### src/rtl/noc_arb_pkg.sv
// Shared definitions for the router output-port arbiter: port indices,
// select encodings, FSM state type and grant-vector conversion helpers.
package noc_arb_pkg;

   localparam int NUM_PORTS = 5;
   localparam int SEL_W     = 3;

   localparam logic [SEL_W-1:0] IDLE_SEL = 3'b111;

   localparam logic [SEL_W-1:0] PORT_N = 3'd0;
   localparam logic [SEL_W-1:0] PORT_S = 3'd1;
   localparam logic [SEL_W-1:0] PORT_W = 3'd2;
   localparam logic [SEL_W-1:0] PORT_E = 3'd3;
   localparam logic [SEL_W-1:0] PORT_L = 3'd4;

   typedef enum logic {ARB_IDLE, ARB_BUSY} arb_state_t;

   // Request/grant vectors are MSB-first: bit4=N ... bit0=L, so index i lives at bit 4-i.
   function automatic logic [NUM_PORTS-1:0] idx2onehot(input logic [SEL_W-1:0] idx);
      logic [NUM_PORTS-1:0] oh;
      case (idx)
         PORT_N:  oh = 5'b10000;
         PORT_S:  oh = 5'b01000;
         PORT_W:  oh = 5'b00100;
         PORT_E:  oh = 5'b00010;
         PORT_L:  oh = 5'b00001;
         default: oh = 5'b10000;
      endcase
      return oh;
   endfunction

   function automatic logic [SEL_W-1:0] onehot2idx(input logic [NUM_PORTS-1:0] oh);
      logic [SEL_W-1:0] idx;
      case (oh)
         5'b10000: idx = PORT_N;
         5'b01000: idx = PORT_S;
         5'b00100: idx = PORT_W;
         5'b00010: idx = PORT_E;
         5'b00001: idx = PORT_L;
         default:  idx = PORT_N;
      endcase
      return idx;
   endfunction

   function automatic logic [SEL_W-1:0] add_mod5(input logic [SEL_W-1:0] a,
                                                 input logic [SEL_W-1:0] b);
      logic [SEL_W:0] s;
      s = {1'b0, a} + {1'b0, b};
      if (s >= 4'd5) s = s - 4'd5;
      return s[SEL_W-1:0];
   endfunction

endpackage

### src/rtl/rr_rotate_pick.sv
// Combinational round-robin pick: rotate requests so ptr sits at position 0,
// take the first set position, and map it back to an absolute port index.
module rr_rotate_pick
   import noc_arb_pkg::*;
(
   input  logic [NUM_PORTS-1:0] req,
   input  logic [SEL_W-1:0]     ptr,
   output logic                 found,
   output logic [SEL_W-1:0]     win_idx
);

   logic [SEL_W-1:0]     base;
   logic [SEL_W-1:0]     k_sel;
   logic [NUM_PORTS-1:0] req_idx;
   logic [NUM_PORTS-1:0] rot;

   always_comb begin
      // Out-of-range pointer values behave as N.
      base = (ptr > PORT_L) ? PORT_N : ptr;
      for (int i = 0; i < NUM_PORTS; i++) req_idx[i] = req[NUM_PORTS-1-i];
      for (int k = 0; k < NUM_PORTS; k++) rot[k] = req_idx[add_mod5(base, k[SEL_W-1:0])];
      found = |rot;
      k_sel = '0;
      for (int k = NUM_PORTS-1; k >= 0; k--) begin
         if (rot[k]) k_sel = k[SEL_W-1:0];
      end
      win_idx = add_mod5(base, k_sel);
   end

endmodule

### src/rtl/rr_grant_ctrl.sv
// Round-robin wormhole grant controller for one 5-input router output port.
// A granted input owns the output until its tail flit transfers; release re-arbitrates with no bubble.
module rr_grant_ctrl
   import noc_arb_pkg::*;
(
   input  logic                 clk_i,
   input  logic                 rst_n_i,
   input  logic [NUM_PORTS-1:0] req_i,
   input  logic [NUM_PORTS-1:0] tail_i,
   input  logic                 out_ready_i,
   output logic [NUM_PORTS-1:0] grant_o,
   output logic                 grant_valid_o,
   output logic [SEL_W-1:0]     cs_sel_o,
   output logic                 xfer_o
);

   arb_state_t           state, state_n;
   logic [SEL_W-1:0]     ptr, ptr_n;
   logic [NUM_PORTS-1:0] grant_n;
   logic [SEL_W-1:0]     sel_n;
   logic                 gv_n;

   logic [SEL_W-1:0]     g_idx;
   logic [SEL_W-1:0]     rel_ptr;
   logic [SEL_W-1:0]     pick_ptr;
   logic [NUM_PORTS-1:0] pick_req;
   logic                 pick_found;
   logic [SEL_W-1:0]     pick_idx;
   logic                 rel_evt;

   assign g_idx   = onehot2idx(grant_o);
   assign xfer_o  = grant_valid_o & (|(grant_o & req_i)) & out_ready_i;
   assign rel_evt = xfer_o & (|(grant_o & tail_i));
   assign rel_ptr = add_mod5(g_idx, 3'd1);

   // The releasing input is masked out so it cannot win the same-cycle re-arbitration.
   assign pick_req = (state == ARB_BUSY) ? (req_i & ~grant_o) : req_i;
   assign pick_ptr = rel_evt ? rel_ptr : ptr;

   rr_rotate_pick u_pick (
      .req     (pick_req),
      .ptr     (pick_ptr),
      .found   (pick_found),
      .win_idx (pick_idx)
   );

   always_comb begin
      state_n = state;
      ptr_n   = ptr;
      grant_n = grant_o;
      sel_n   = cs_sel_o;
      gv_n    = grant_valid_o;
      case (state)
         ARB_IDLE: begin
            if (pick_found) begin
               state_n = ARB_BUSY;
               grant_n = idx2onehot(pick_idx);
               sel_n   = pick_idx;
               gv_n    = 1'b1;
            end
         end
         ARB_BUSY: begin
            if (rel_evt) begin
               ptr_n = rel_ptr;
               if (pick_found) begin
                  grant_n = idx2onehot(pick_idx);
                  sel_n   = pick_idx;
               end else begin
                  state_n = ARB_IDLE;
                  grant_n = '0;
                  sel_n   = IDLE_SEL;
                  gv_n    = 1'b0;
               end
            end
         end
         default: begin
            state_n = ARB_IDLE;
            grant_n = '0;
            sel_n   = IDLE_SEL;
            gv_n    = 1'b0;
         end
      endcase
   end

   always_ff @(posedge clk_i or negedge rst_n_i) begin
      if (!rst_n_i) begin
         state         <= ARB_IDLE;
         ptr           <= PORT_N;
         grant_o       <= '0;
         cs_sel_o      <= IDLE_SEL;
         grant_valid_o <= 1'b0;
      end else begin
         state         <= state_n;
         ptr           <= ptr_n;
         grant_o       <= grant_n;
         cs_sel_o      <= sel_n;
         grant_valid_o <= gv_n;
      end
   end

endmodule

### config.mk
export PLATFORM = sky130hd
export DESIGN_NAME = rr_grant_ctrl
export DESIGN_NICKNAME = d
export VERILOG_FILES = /design/src/rtl/noc_arb_pkg.sv /design/src/rtl/rr_rotate_pick.sv /design/src/rtl/rr_grant_ctrl.sv
export SDC_FILE = /design/constraint.sdc
export NUM_CORES = 1
export LEC_CHECK = 0
export ABC_AREA = 1
export CORE_MARGIN = 2
export CORE_UTILIZATION = 50
export CTS_CLUSTER_DIAMETER = 50
export DETAILED_ROUTE_END_ITERATION = 6
export HOLD_SLACK_MARGIN = 0.12
export PLACE_DENSITY = 0.76
export REMOVE_ABC_BUFFERS = 1
export SYNTH_ARGS = -nofsm -noshare
export SYNTH_HDL_FRONTEND = slang
export SYNTH_SLANG_ARGS = --single-unit
### constraint.sdc
create_clock -name clk_i -period 7.5 [get_ports clk_i]
set_input_delay 2.25 -clock clk_i [delete_from_list [all_inputs] [get_ports clk_i]]
set_output_delay 2.25 -clock clk_i [all_outputs]
set_load 0.02 [all_outputs]
==> impl_metrics.csv <==
group,metric,value,unit
route,avgRoutedWirePerCell,12.6,µm
setup_path,critical_path_required,7.63,ns
setup_path,crit_path_frequent_cell,"nand2_1",
global_routing,use_met2,0.373,
synthesis,ys_top_cells_by_area,"nand2_1, nand3_1, dfrtp_1, ha_1, inv_1",
cts,cts_tree,"done",
timing,tns,0,ns
synthesis,synth-main-ff-cell,"dfrtp_1",
cts,htreeDepth,1,
synthesis,async_reset_ff_frac,1.00,
placement,placed_cell_area,2260,µm²
placement,routabilityCongestion,0.901,
setup_path,slowest_delay,0.55,ns
timing,maxSlewViolCount,0,
synthesis,synthDominantCellAreaShare,0.174,
synthesis,synth_seq_cells,13,
cts,clockRootBuffer,"clkbuf_8",
synthesis,yosysTopAreaCell,"nand2_1",
floorplanning,dieArea,4490,µm²
synthesis,yosysUniqueCellTypes,33,
cts,cts.clk_slew.worst_paths,0.05,ns
flow_run,maxCapViolations,0,
timing,timing.fmax,142,MHz
synthesis,syn_area_per_cell,6.40,µm²
finish,fillCellCount,368,
synthesis,synth_edf_count,0,
finish,drive_gt1_frac,0.186,
floorplanning,rows,22,
setup_path,endpoint_kind,"flop",
route,dr.pass1.iters,4,
global_routing,grt_max_degree,14,
floorplanning,io_pins,23,
power,irDropWorstVdd,0.000120,V
setup_path,cpMaxStageDelayCell,"fa_1",
hold_path,worstHoldPathType,"reg -> reg",
timing,tightest_slew,0.763,ns
synthesis,synthCells,310,
floorplanning,start_util,0.530,
timing,slew_headroom,0.486,
route,vias,2025,
floorplanning,die_height,67,µm
power,leakagePower,0.00127,µW
setup_path,critPathLaunchType,"primary input",
global_routing,gr-total-overflow,0,
cts,clk_latency,0.24,ns
synthesis,synth_warnings,0,
route,post-route-drc-count,0,
power,power.density,67.3,nW/µm²
route,drtAntennaViolNets,0,
setup_path,crit_family,"simple AND/OR/NAND/NOR gates",
setup_path,crit_buf_inv,5,
placement,post-dp-hpwl,3.92,mm
global_routing,antenna_found_initial,0,
global_routing,grt_pass1_wl,8.07,mm
timing,min_period_over_period,0.939,
timing,clock_skew,0.000966,ns
power,finalPower,160,µW
route,avgViaCountPerCell,5.23,
setup_path,critPathKind,"in -> reg",
placement,io_buffer_count,22,
finish,antennaDiodeCount,0,
cts,cts_buffers,3,
cts,clockBufferDepth,2,
route,drt_wl_total,4.86,mm
finish,nets,368,
floorplanning,core_region_area,3740,µm²
cts,clock_sinks,13,
global_routing,first_global_vias,1772,
timing,finalCriticalPeriod,7.04,ns
global_routing,grt_usage,0.233,
synthesis,syn_area,1980,µm²
setup_path,path_max_fanout,8,
cts,holdBufCountCts,0,
finish,final_area,2380,µm²
floorplanning,die_w,67,µm
global_routing,use_met3,0.0304,
global_routing,grt_use_met1,0.334,
timing,hold_violations,0,
global_routing,top_usage_layer,"met2",
timing,setup_violations,0,
setup_path,arrival,7.17,ns
outcome,status,"complete, no violations",
synthesis,ys_seq_area_frac,0.166,
route,first_iter_violations,131,
finish,area_growth,19.9,%
[tightest hold or removal path, cell delays in order, from the launching register on]
cell	delay, ns
dfstp_2	0.37
nand3_1	0.07
nand2_1	0.05
[layout make-up]
class	count	area [µm²]	share of cell area
multi-input combinational	253	1530	0.642
sequential	13	329	0.138
timing repair buffer	26	250	0.105
inverter	43	166	0.0699
tap	48	60.1	0.0252
clock buffer	4	45.0	0.0189
[metal layers]
metal  routed length (µm)  share of wire
met1                 2340           0.48
met4                    0              0
met3                  208          0.043
met5                    0              0
met2                 2310           0.47
[path summary, 6_finish.rpt]
kind | from | slack (ns) | cells past startpoint | to
setup / recovery | req_i[1] | 0.46 | 32 | grant_o[4]$_DFFE_PN0P_
hold / removal | cs_sel_o[2]$_DFFE_PN1P_ | 0.48 | 2 | cs_sel_o[2]$_DFFE_PN1P_
setup reg to reg | grant_o[2]$_DFFE_PN0P_ | 2.07 | 32 | grant_o[4]$_DFFE_PN0P_
hold reg to reg | cs_sel_o[2]$_DFFE_PN1P_ | 0.48 | 2 | cs_sel_o[2]$_DFFE_PN1P_
max in group asynchronous | rst_n_i | 4.76 | 1 | cs_sel_o[1]$_DFFE_PN1P_
min in group asynchronous | rst_n_i | 2.37 | 1 | grant_o[2]$_DFFE_PN0P_
[cells in the final DEF (no fill, tap or decap), types with 2 or more instances in the layout]
cell type and count:
nand2_1 92, nand3_1 50, inv_1 36, clkdlybuf4s50_1 22, nor2_1 15, nand2_2 14, ha_1 13, dfrtp_1 10
o21ai_0 9, nand3_2 8, nand2_4 7, nor2_2 6, nand4_1 4, inv_2 4, nand3b_1 4, buf_4 4
xor2_1 3, o21ai_1 3, nor3_1 3, o211ai_1 3, clkbuf_8 3, dfstp_2 3, nor2_4 2, nand3_4 2
clkinv_1 2, a21boi_0 2, o21ai_2 2, a21oi_1 2
[state kept, by name (all words and copies together), names as in the netlist]
name,flops
grant_valid_o,1
cs_sel_o,3
ptr,3
grant_o,5
state,1
[stage by stage]
step / instances / utilization / setup WS, ns / hold slack (ns)
after floorplan: 309 / - / 1.07 / 0.453
after global placement: 380 / 0.604 / 0.321 / 0.475
after detailed placement: 380 / 0.604 / 0.160 / 0.480
after CTS: 384 / 0.616 / 0.403 / 0.486
after global routing: 387 / 0.636 / -0.00245 / 0.507
final: 387 / 0.636 / 0.459 / 0.484
[cell families after synthesis]
kind of cell | count (synthesis) | synth area share
and+or+nand+nor | 212 | 0.563
buffers and inverters | 44 | 0.0895
AOI/OAI and AO/OA | 22 | 0.0656
adders and majority gates | 15 | 0.0984
DFF | 13 | 0.166
xor gates and xnor gates | 4 | 0.0177
[synth_stat cells, types with 6 or more instances]
cell type  count
dfrtp_1       10
ha_1          14
inv_1         37
nand2_1       92
nand2_2       15
nand2_4        6
nand3_1       52
nand3_2        6
nor2_1        17
o21ai_0        9
[power breakdown]
part	switching (µW)	internal, µW	total [µW]
clock network	24.5	37.5	62.1
registers	0	70.3	70.3
logic	15.9	12.0	27.8
total	40.4	120	160
[timing repair]
action,CTS,global route
resized for setup,0,10
setup endpoints to repair,0,2
setup buffers,0,3
Power figures use the tool's default switching activity.
==> variant: new RTL, same settings <==
Make the reset (`rst_n_i`) synchronous in one clocked block.
--- a/src/rtl/rr_grant_ctrl.sv
+++ b/src/rtl/rr_grant_ctrl.sv
@@ -82,7 +82,7 @@
       endcase
    end
 
-   always_ff @(posedge clk_i or negedge rst_n_i) begin
+   always_ff @(posedge clk_i) begin
       if (!rst_n_i) begin
          state         <= ARB_IDLE;
          ptr           <= PORT_N;
Check against the original RTL: differs if rst_n_i is asserted again (counterexample within 4 cycles, from zero or initial values and one cycle with rst_n_i low); with rst_n_i held inactive, the same outputs for 10 cycles.
==> variant against the original RTL <==
Synthesized area shrank 5.3%. First-iteration DRC count is 23% lower. Fmax about the same. Cell count decreased by 1.8%. Largest cell class unchanged. Sequential cell count unchanged. Register-to-register slack is essentially flat. Setup slack improved by 0.0050 ns. Non-clock buffer count rose by 3. Cell area decreased by 4.2%. Highest routed layer is now met4. Routed wire length fell by 4.1%.
Power is left out: it rests on default switching activity, and per cell area and clock period it moved more than threefold.
==> variant: results (changes against the original RTL) <==
======================================================================================
Max stage delay cell, worst path                                                  fa_1   unchanged
Launching point of the worst reg2reg path                                   grant_o[4]   was grant_o[2]
Via density per instance                                                          5.18   was 5.23
Net count reported at finish                                                       362   was 368
Worst min path class                                                      register to register   unchanged
Maximum net fanout on the critical path                                             10   was 8
Weighted congestion reported at the end of routability-driven placement          0.856   was 0.901
Cell types with the largest area share after synthesis                    dfxtp_1 14%, nand2_1 14%, nand3_1 13%   was nand2_1 17%, nand3_1 13%, dfrtp_1 13%
Outcome                                                                   finished clean   unchanged
Pin count of the biggest net entering global routing                                12   was 14
Proportion of layout cells with a drive suffix above 1                           20.2%   was 18.6%
Fin Hold WS                                                                   0.501 ns   was 0.484 ns
Overall Global Routing Usage                                                     22.7%   was 23.3%
Met2 Usage GRT                                                                   36.7%   was 37.3%
Vias in the first global route                                                   1,736   was 1,772
DRC Markers                                                                          0   unchanged
Data arrival time at the worst-slack endpoint                                  7.21 ns   was 7.17 ns
Sum of net half-perimeters after detailed placement                            3580 um   was 3920 um
Distinct cells, synth                                                               32   was 33
Worst Min Path Start                                                       cs_sel_o[1]   was cs_sel_o[2]
Iteration-0 DRC Markers                                                            101   was 131
Min-Delay Endpoint                                                         cs_sel_o[1]   was cs_sel_o[2]
Post-synthesis cell count                                                          302   was 310
Timing startpoint of the critical path                                        req_i[4]   was req_i[1]
Worst slew pin tran                                                           0.730 ns   was 0.763 ns
Endpoint of the lowest-slack register-to-register path                      grant_o[4]   unchanged
Share of synthesized area occupied by flip-flops and latches                     13.8%   was 16.6%
Drt wl/cell                                                                    12.3 um   was 12.6 um
Routing usage on met1                                                            31.5%   was 33.4%
Cell Count Post-Placement                                                          370   was 380
Leading post-synthesis cells by instance count                            68 x nand2_1, 49 x nand3_1, 46 x inv_1   was 92 x nand2_1, 52 x nand3_1, 37 x inv_1
Met3 Use GR                                                                      2.23%   was 3.04%
Global-route wire length before repair                                         7720 um   was 8070 um
Drt total wl                                                                   4660 um   was 4860 um
Setup Slack @ Placement                                                   -0.000275 ns   was 0.160 ns
Depth of the most critical reg-to-reg path                                          35   was 32
Maximum single-stage delay on the critical path                                0.53 ns   was 0.55 ns
First-pass DRT Iterations                                                            4   unchanged
Placed standard-cell area                                                 0.00214 mm^2   was 0.00226 mm^2
Worst Clk Skew                                                              0.00207 ns   was 0.000966 ns
Async S/R FF share, synth                                                           0%   was 100%
PortBufs                                                                            22   unchanged
Clock Tree Root                                                               clkbuf_8   unchanged
======================================================================================
[variant: worst max-delay path by stage]
stage,to,slack [ns],depth (start not counted)
global route,grant_o[4],-0.06,35
CTS,grant_o[4],0.22,34
detailed placement,grant_o[4],-0.0003,35
floorplan,grant_o[4],1.04,31
global placement,grant_o[4],0.16,34
finish,grant_o[4],0.46,35
[variant: what timing repair did]
| item | CTS | global route |
|---|---|---|
| hold buffers | 0 | 0 |
| endpoints found under the setup margin | 0 | 5 |
| setup buffers | 0 | 6 |
| resized for setup | 0 | 18 |
[variant: metal layers]
| metal | vias to the layer above | wire, um |
|---|---|---|
| met2 | 24 | 2160 |
| met5 | - | 0 |
| met4 | 0 | 66 |
| li1 | 1043 | - |
| met3 | 6 | 109 |
| met1 | 896 | 2330 |
[variant: area by class of cell]
class                      instances  area [um^2]
fill                             360         1350
timing repair buffer              29          273
tap                               48         60.1
multi-input combinational        235         1440
sequential                        13          260
clock buffer                       4         45.0
inverter                          51          201
[variant: logic make-up (layout without fill, tap and decap cells)]
family / after synthesis / count (layout) / synth area share (%)
DFF: 13 / 13 / 13.8
adders and majority gates: 16 / 16 / 11.1
and+or+nand+nor: 179 / 179 / 51.0
xor gates and xnor gates: 2 / 2 / 0.932
AOI/OAI and AO/OA: 38 / 38 / 11.5
buffers and inverters: 54 / 84 / 11.7
[variant: critical path, delay by kind of cell]
| family | cells | cell delay, ns |
|---|---|---|
| and+or+nand+nor | 20 | 2.13 |
| adders and majority gates | 4 | 1.16 |
| buffers and inverters | 6 | 0.85 |
| AOI/OAI and AO/OA | 4 | 0.57 |
| xor gates and xnor gates | 1 | 0.26 |
